$ cat src/rtl/pipe_scoreboard_pkg.sv
// Shared definitions for the pipeline register scoreboard: forwarding-select
// encodings and default register-file / latency sizes.
package pipe_scoreboard_pkg;

    localparam int DEF_NREGS   = 32;
    localparam int DEF_MAX_LAT = 8;

    localparam logic [1:0] FWD_RF  = 2'b00;
    localparam logic [1:0] FWD_BYP = 2'b01;
    localparam logic [1:0] FWD_WB  = 2'b10;

endpackage

$ cat src/rtl/pipe_scoreboard_sb_entry.sv
// One scoreboard slot: pending bit plus result-ready countdown, with
// set (new producer), writeback clear and kill (flush) controls.
module sb_entry #(
    parameter int LW = 4
) (
    input  logic          clk,
    input  logic          rst_n,
    input  logic          set,
    input  logic [LW-1:0] set_cnt,
    input  logic          wb_clr,
    input  logic          kill,
    output logic          pending,
    output logic [LW-1:0] cnt,
    output logic          pend_nxt
);

    localparam logic [LW-1:0] ONE = LW'(1);

    logic [LW-1:0] cnt_nxt;

    // Kill beats set beats writeback; the countdown saturates at zero.
    always_comb begin
        pend_nxt = pending;
        cnt_nxt  = cnt;
        if (pending && (cnt != '0)) cnt_nxt = cnt - ONE;
        if (wb_clr) begin
            pend_nxt = 1'b0;
            cnt_nxt  = '0;
        end
        if (set) begin
            pend_nxt = 1'b1;
            cnt_nxt  = set_cnt;
        end
        if (kill) begin
            pend_nxt = 1'b0;
            cnt_nxt  = '0;
        end
    end

    always_ff @(posedge clk or negedge rst_n) begin
        if (!rst_n) begin
            pending <= 1'b0;
            cnt     <= '0;
        end else begin
            pending <= pend_nxt;
            cnt     <= cnt_nxt;
        end
    end

endmodule

$ cat src/rtl/pipe_scoreboard.sv
// In-order issue scoreboard: tracks outstanding register results, raises
// RAW/WAW stalls and picks the forwarding source for each operand.
module pipe_scoreboard
    import pipe_scoreboard_pkg::*;
#(
    parameter  int NREGS   = DEF_NREGS,
    parameter  int MAX_LAT = DEF_MAX_LAT,
    localparam int AW      = $clog2(NREGS),
    localparam int LW      = $clog2(MAX_LAT + 1),
    localparam int CW      = $clog2(NREGS + 1)
) (
    input  logic          clk,
    input  logic          rst_n,
    input  logic          issue_valid,
    input  logic [AW-1:0] issue_rs,
    input  logic [AW-1:0] issue_rt,
    input  logic          issue_use_rs,
    input  logic          issue_use_rt,
    input  logic          issue_wr_en,
    input  logic [AW-1:0] issue_rd,
    input  logic [LW-1:0] issue_lat,
    input  logic          kill_last,
    input  logic          wb_valid,
    input  logic [AW-1:0] wb_rd,
    output logic          issue_stall,
    output logic [1:0]    fwd_rs,
    output logic [1:0]    fwd_rt,
    output logic [CW-1:0] pending_cnt,
    output logic          err
);

    localparam logic [LW-1:0] MAX_L = LW'(MAX_LAT);
    localparam logic [LW-1:0] ONE   = LW'(1);

    logic [NREGS-1:0] pend;
    logic [NREGS-1:0] pend_nxt;
    logic [LW-1:0]    cnt [NREGS];
    logic [LW-1:0]    eff_lat;
    logic [CW-1:0]    cnt_nxt_pop;
    logic [AW-1:0]    last_rd;
    logic             last_valid;
    logic             rs_live, rs_wb, rs_busy;
    logic             rt_live, rt_wb, rt_busy;
    logic             waw, stall_raw, accept_set, kill_hit;

    always_comb begin
        if (issue_lat == '0)       eff_lat = ONE;
        else if (issue_lat > MAX_L) eff_lat = MAX_L;
        else                       eff_lat = issue_lat;
    end

    assign rs_live = issue_valid & issue_use_rs & (issue_rs != '0);
    assign rs_wb   = wb_valid & (wb_rd == issue_rs);
    assign rs_busy = pend[issue_rs] & (cnt[issue_rs] != '0);
    assign rt_live = issue_valid & issue_use_rt & (issue_rt != '0);
    assign rt_wb   = wb_valid & (wb_rd == issue_rt);
    assign rt_busy = pend[issue_rt] & (cnt[issue_rt] != '0);

    // WAW looks only at registered state: a same-cycle writeback does not free rd.
    assign waw       = issue_valid & issue_wr_en & (issue_rd != '0) & pend[issue_rd];
    assign stall_raw = (rs_live & rs_busy & ~rs_wb) | (rt_live & rt_busy & ~rt_wb) | waw;

    // Issue handshake: the decode instruction is accepted on a rising edge where
    // issue_valid=1 and issue_stall=0; while stalled it must be held unchanged.
    assign issue_stall = rst_n & stall_raw;
    assign accept_set  = issue_valid & ~stall_raw & issue_wr_en & (issue_rd != '0);
    assign kill_hit    = kill_last & last_valid;

    always_comb begin
        fwd_rs = FWD_RF;
        fwd_rt = FWD_RF;
        if (rst_n && rs_live) begin
            if (rs_wb)                              fwd_rs = FWD_WB;
            else if (pend[issue_rs] && !rs_busy)    fwd_rs = FWD_BYP;
        end
        if (rst_n && rt_live) begin
            if (rt_wb)                              fwd_rt = FWD_WB;
            else if (pend[issue_rt] && !rt_busy)    fwd_rt = FWD_BYP;
        end
    end

    assign pend[0]     = 1'b0;
    assign pend_nxt[0] = 1'b0;
    assign cnt[0]      = '0;

    for (genvar i = 1; i < NREGS; i++) begin : g_entry
        sb_entry #(.LW(LW)) u_entry (
            .clk      (clk),
            .rst_n    (rst_n),
            .set      (accept_set && (issue_rd == AW'(i))),
            .set_cnt  (eff_lat - ONE),
            .wb_clr   (wb_valid && (wb_rd == AW'(i))),
            .kill     (kill_hit && (last_rd == AW'(i))),
            .pending  (pend[i]),
            .cnt      (cnt[i]),
            .pend_nxt (pend_nxt[i])
        );
    end

    always_comb begin
        cnt_nxt_pop = '0;
        for (int k = 0; k < NREGS; k++) cnt_nxt_pop = cnt_nxt_pop + CW'(pend_nxt[k]);
    end

    always_ff @(posedge clk or negedge rst_n) begin
        if (!rst_n) begin
            last_valid  <= 1'b0;
            last_rd     <= '0;
            err         <= 1'b0;
            pending_cnt <= '0;
        end else begin
            last_valid  <= accept_set;
            last_rd     <= issue_rd;
            pending_cnt <= cnt_nxt_pop;
            if (wb_valid && (wb_rd != '0) && !pend[wb_rd]) err <= 1'b1;
        end
    end

endmodule

$ cat config.mk
export PLATFORM = sky130hd
export DESIGN_NAME = pipe_scoreboard
export DESIGN_NICKNAME = d
export VERILOG_FILES = /design/src/rtl/pipe_scoreboard_pkg.sv /design/src/rtl/pipe_scoreboard_sb_entry.sv /design/src/rtl/pipe_scoreboard.sv
export SDC_FILE = /design/constraint.sdc
export NUM_CORES = 1
export LEC_CHECK = 0
export CAP_MARGIN = 20
export CORE_ASPECT_RATIO = 2
export CORE_MARGIN = 5
export CORE_UTILIZATION = 35
export CTS_BUF_LIST = sky130_fd_sc_hd__clkbuf_8
export DETAILED_ROUTE_END_ITERATION = 12
export PLACE_DENSITY_LB_ADDON = 0.12
export SLEW_MARGIN = 25
export SYNTH_ARGS = -nofsm -noshare
export SYNTH_HDL_FRONTEND = slang
export SYNTH_SLANG_ARGS = --single-unit
$ cat constraint.sdc
create_clock -name clk -period 8.6 [get_ports clk]
set_input_delay 0.86 -clock clk [delete_from_list [all_inputs] [get_ports clk]]
set_output_delay 0.86 -clock clk [all_outputs]
set_load 0.01 [all_outputs]
==> key figures <==
Status
  • Status: complete, no violations

Critical path
  • Crit path max fanout: 12
  • Critical path buffer and inverter count: 6
  • R2R Setup Slk: 950 ps
  • Reg2reg start: g_entry[19].u_entry.cnt[0]
  • Arr. time, crit path: 8230 ps
  • Cell family contributing the most delay on the critical path: adder cells
  • Type of the worst setup path: in -> reg
  • CP Cell Sequence: clkdlybuf4s50_1, buf_4, inv_2, mux4_2, a211o_1, a32oi_1, a21oi_4, buf_4, buf_4, nand4_1, a21o_1, fa_1, fa_1, fa_1, fa_1, fa_1, inv_1, fa_1, fa_1, fa_1, a21o_1, a21oi_1, xnor2_1
  • Crit path capture type: register
  • CP peak stage delay: 620 ps
  • Worst-case reg-to-reg path depth: 23
  • Worst-path cell with the longest stage delay: fa_1
  • Reg2reg end: pending_cnt[4]
  • Worst Setup Start Kind: primary input
  • Most Frequent Cell on Critical Path: fa_1
  • CP required: 9040 ps

Clock network
  • CTS H-Tree Depth: 4
  • Clock slew at reported path FFs: 100 ps
  • CTS tree: yes
  • Hold-fix buffers, CTS: 0
  • Worst-Skew Late Latency: 510 ps
  • CTS Buf Count: 17
  • Postcts setup bufs: 0
  • Clk buf depth: 2
  • CTS Sinks: 168
  • Cts repair resizes: 0
  • Clock root buffer: clkbuf_8

Placed design
  • HPWL after detailed placement: 40500 um
  • Placed Area: 15100 um2
  • GPL Wtd Cong: 0.964
  • Number of port buffers: 43

Routing
  • DRC: 0
  • DR WL/cell: 22.7 um
  • Post-Route WL: 50600 um
  • Post-route ant nets: 0
  • Vias: 12382
  • Detailed Routing Iterations Pass 1: 8
  • Vias per cell: 5.55
  • Number of DRC markers in iteration 0: 888

Finish
  • Area growth, synth to finish: 14.2%
  • Multi-input gate area: 8920 um2
  • Reg area: 4200 um2
  • Final core utilization: 0.403
  • Design Area, Final: 15600 um2
  • Share of layout cells above drive strength 1: 0.131
  • Most frequent cells in the layout: 220 x nor2_1, 212 x nand2_1, 168 x dfrtp_1, 109 x a21oi_1, 88 x inv_1
  • Final layout net count: 1822
  • Commonest non-fill, non-tap cell in the layout: nor2_1
  • Filler instances: 3953

Pwr
  • Switching portion of total power: 0.445
  • Worst vdd ir: 0.000238 V
  • Logic pwr share: 0.568
  • Leakage: 6.93 nW
  • P per Cell Area: 318 nW/um2
  • Part of the power in registers: 0.304
  • Power Total: 4.95 mW
  • Switching pwr: 2.21 mW
  • Internal power: 2.75 mW
  • Clock Power Share: 0.128

Yosys
  • Post-synthesis simple-gate area fraction: 0.269
  • Yosys warnings: 0
  • Count of cell types in the netlist: 56
  • Compound-Gate Fraction of Synth Area: 0.110
  • Syn Area/Cell: 8.47 um2
  • Mapped Area: 13600 um2
  • Mux contribution to synthesized area: 0.149
  • Sequential area share after synthesis: 0.308
  • Post-synthesis xor/xnor area fraction: 0.0295
  • Mapped Nets: 1734
  • Adder-cell share of the synthesized area: 0.0961
  • Count of state elements after synthesis: 168
  • Largest family of logic cells by synthesized area: simple AND/OR/NAND/NOR gates
  • Ys async rst share: 1.00
  • Number of synthesized flops with an enable pin: 0
  • Most common flop cell mapped by yosys: dfrtp_1
  • Syn Inst Count: 1611

STA
  • Period utilization: 0.906
  • Max-slew violations: 0
  • Hold Vio Cnt, Final: 0
  • Finish-stage setup viols: 0
  • Slew at the pin closest to its max-slew limit: 1010 ps
  • Minimum clock period: 7790 ps
  • Final Skew: 14.9 ps
  • Rel. slew slack: 0.322
  • Final setup TNS: 0 ps
  • RSZ-0062 raised after global routing: false
  • F_max: 128 MHz
  • Hold Slack: 233 ps

GRT
  • GR Overflow Total: 0
  • First-pass GRT wire length: 75900 um
  • GR Util met1: 0.223
  • Global routing's busiest layer: met2
  • Pin count of the biggest net entering global routing: 61
  • GRT met2 Usage: 0.448
  • Number of global-route vias before repair: 12583
  • M3 GR Usage: 0.0368
  • Total GRT Usage: 0.239
  • Initial antenna violation count: 1

Worst hold path
  • Hold Path Class: in -> async

Die
  • DIE WIDTH: 150 um
  • Row cnt: 102
  • Die area: 43300 um2
  • Starting Density: 0.353
  • Die extent in y: 289 um
  • Total core area: 38700 um2
  • Top Ports: 44

Run
  • Number of max-cap violations: 0
power groups by stage:
stage	combinational [mW]	clock, mW	sequential (mW)
after CTS	2.85	0.661	1.50
final	2.81	0.634	1.51
after detailed placement	2.84	0	1.52
after floorplan	1.95	0	1.39
after global routing	3.18	0.689	1.56
after global placement	2.82	0	1.51
kinds of logic after synthesis:
kind of cell,count (synthesis)
multiplexers,151
adder cells (fa/ha/maj),91
buffers and inverters,139
XOR/XNOR,46
flip-flops,168
AO/OA/AOI/OAI,252
AND/OR/NAND/NOR,764
stage by stage:
step / std cells / worst slack (ps)
2_1_floorplan: 1611 / 777
3_3_place_gp: 2200 / 315
4_1_cts: 2232 / 837
3_5_place_dp: 2200 / 280
5_1_grt: 2233 / 538
6_report: 2233 / 808
flip-flops by register name, summed over array words and instances (netlist names):
register / cells
err: 1
g_entry.u_entry.cnt: 124
g_entry.u_entry.pending: 31
last_rd: 5
last_valid: 1
pending_cnt: 6
area by class of cell:
| cell class | instances | share of cell area |
|---|---|---|
| Multi-Input combinational cell | 1304 | 0.573 |
| Sequential cell | 168 | 0.270 |
| Timing Repair Buffer | 121 | 0.0671 |
| Tap cell | 520 | 0.0418 |
| Inverter | 87 | 0.0210 |
| Clock buffer | 20 | 0.0177 |
| Clock inverter | 12 | 0.00964 |
| Antenna cell | 1 | 0.000161 |
layer usage:
layer  wire [um]  share of wire
met1       16300           0.32
met2       27200           0.54
met3        1980          0.039
met4        5110           0.10
met5           0              0
cells in the mapped netlist, drive strengths merged (2+ instances only):
cell type	count	area share
mux4	35	0.058
or4b	5	0.0037
nand3b	7	0.0039
nand2b	59	0.027
dfrtp	168	0.31
fa	23	0.034
xnor2	40	0.026
a21boi	6	0.0033
nor2b	19	0.0087
ha	68	0.062
a221oi	3	0.0019
and2	5	0.0023
o2111a	2	0.0017
inv	87	0.024
a211oi	7	0.0042
nand3	34	0.012
a21o	38	0.021
nand2	212	0.058
nor4	26	0.012
nor2	221	0.061
a21oi	110	0.041
or2	2	0.00092
a211o	2	0.0013
xor2	6	0.0039
nand4	30	0.014
or4	7	0.0039
buf	16	0.0050
mux2i	50	0.037
o21ai	66	0.024
mux2	66	0.054
a2bb2oi	2	0.0013
nor3b	42	0.023
o211ai	5	0.0028
nor3	71	0.026
or3	4	0.0018
clkbuf	36	0.0099
or3b	3	0.0019
and3	15	0.0069
worst max-delay path by stage:
stage          cells past startpoint              to        start
2_1_floorplan                     24  pending_cnt[4]  issue_rt[0]
3_3_place_gp                      21  pending_cnt[4]  issue_rd[0]
3_5_place_dp                      21  pending_cnt[4]  issue_rd[0]
4_1_cts                           21  pending_cnt[4]  issue_rd[0]
5_1_grt                           23  pending_cnt[4]  issue_rt[0]
6_report                          23  pending_cnt[4]  issue_rt[1]
Power figures use the tool's default switching activity.
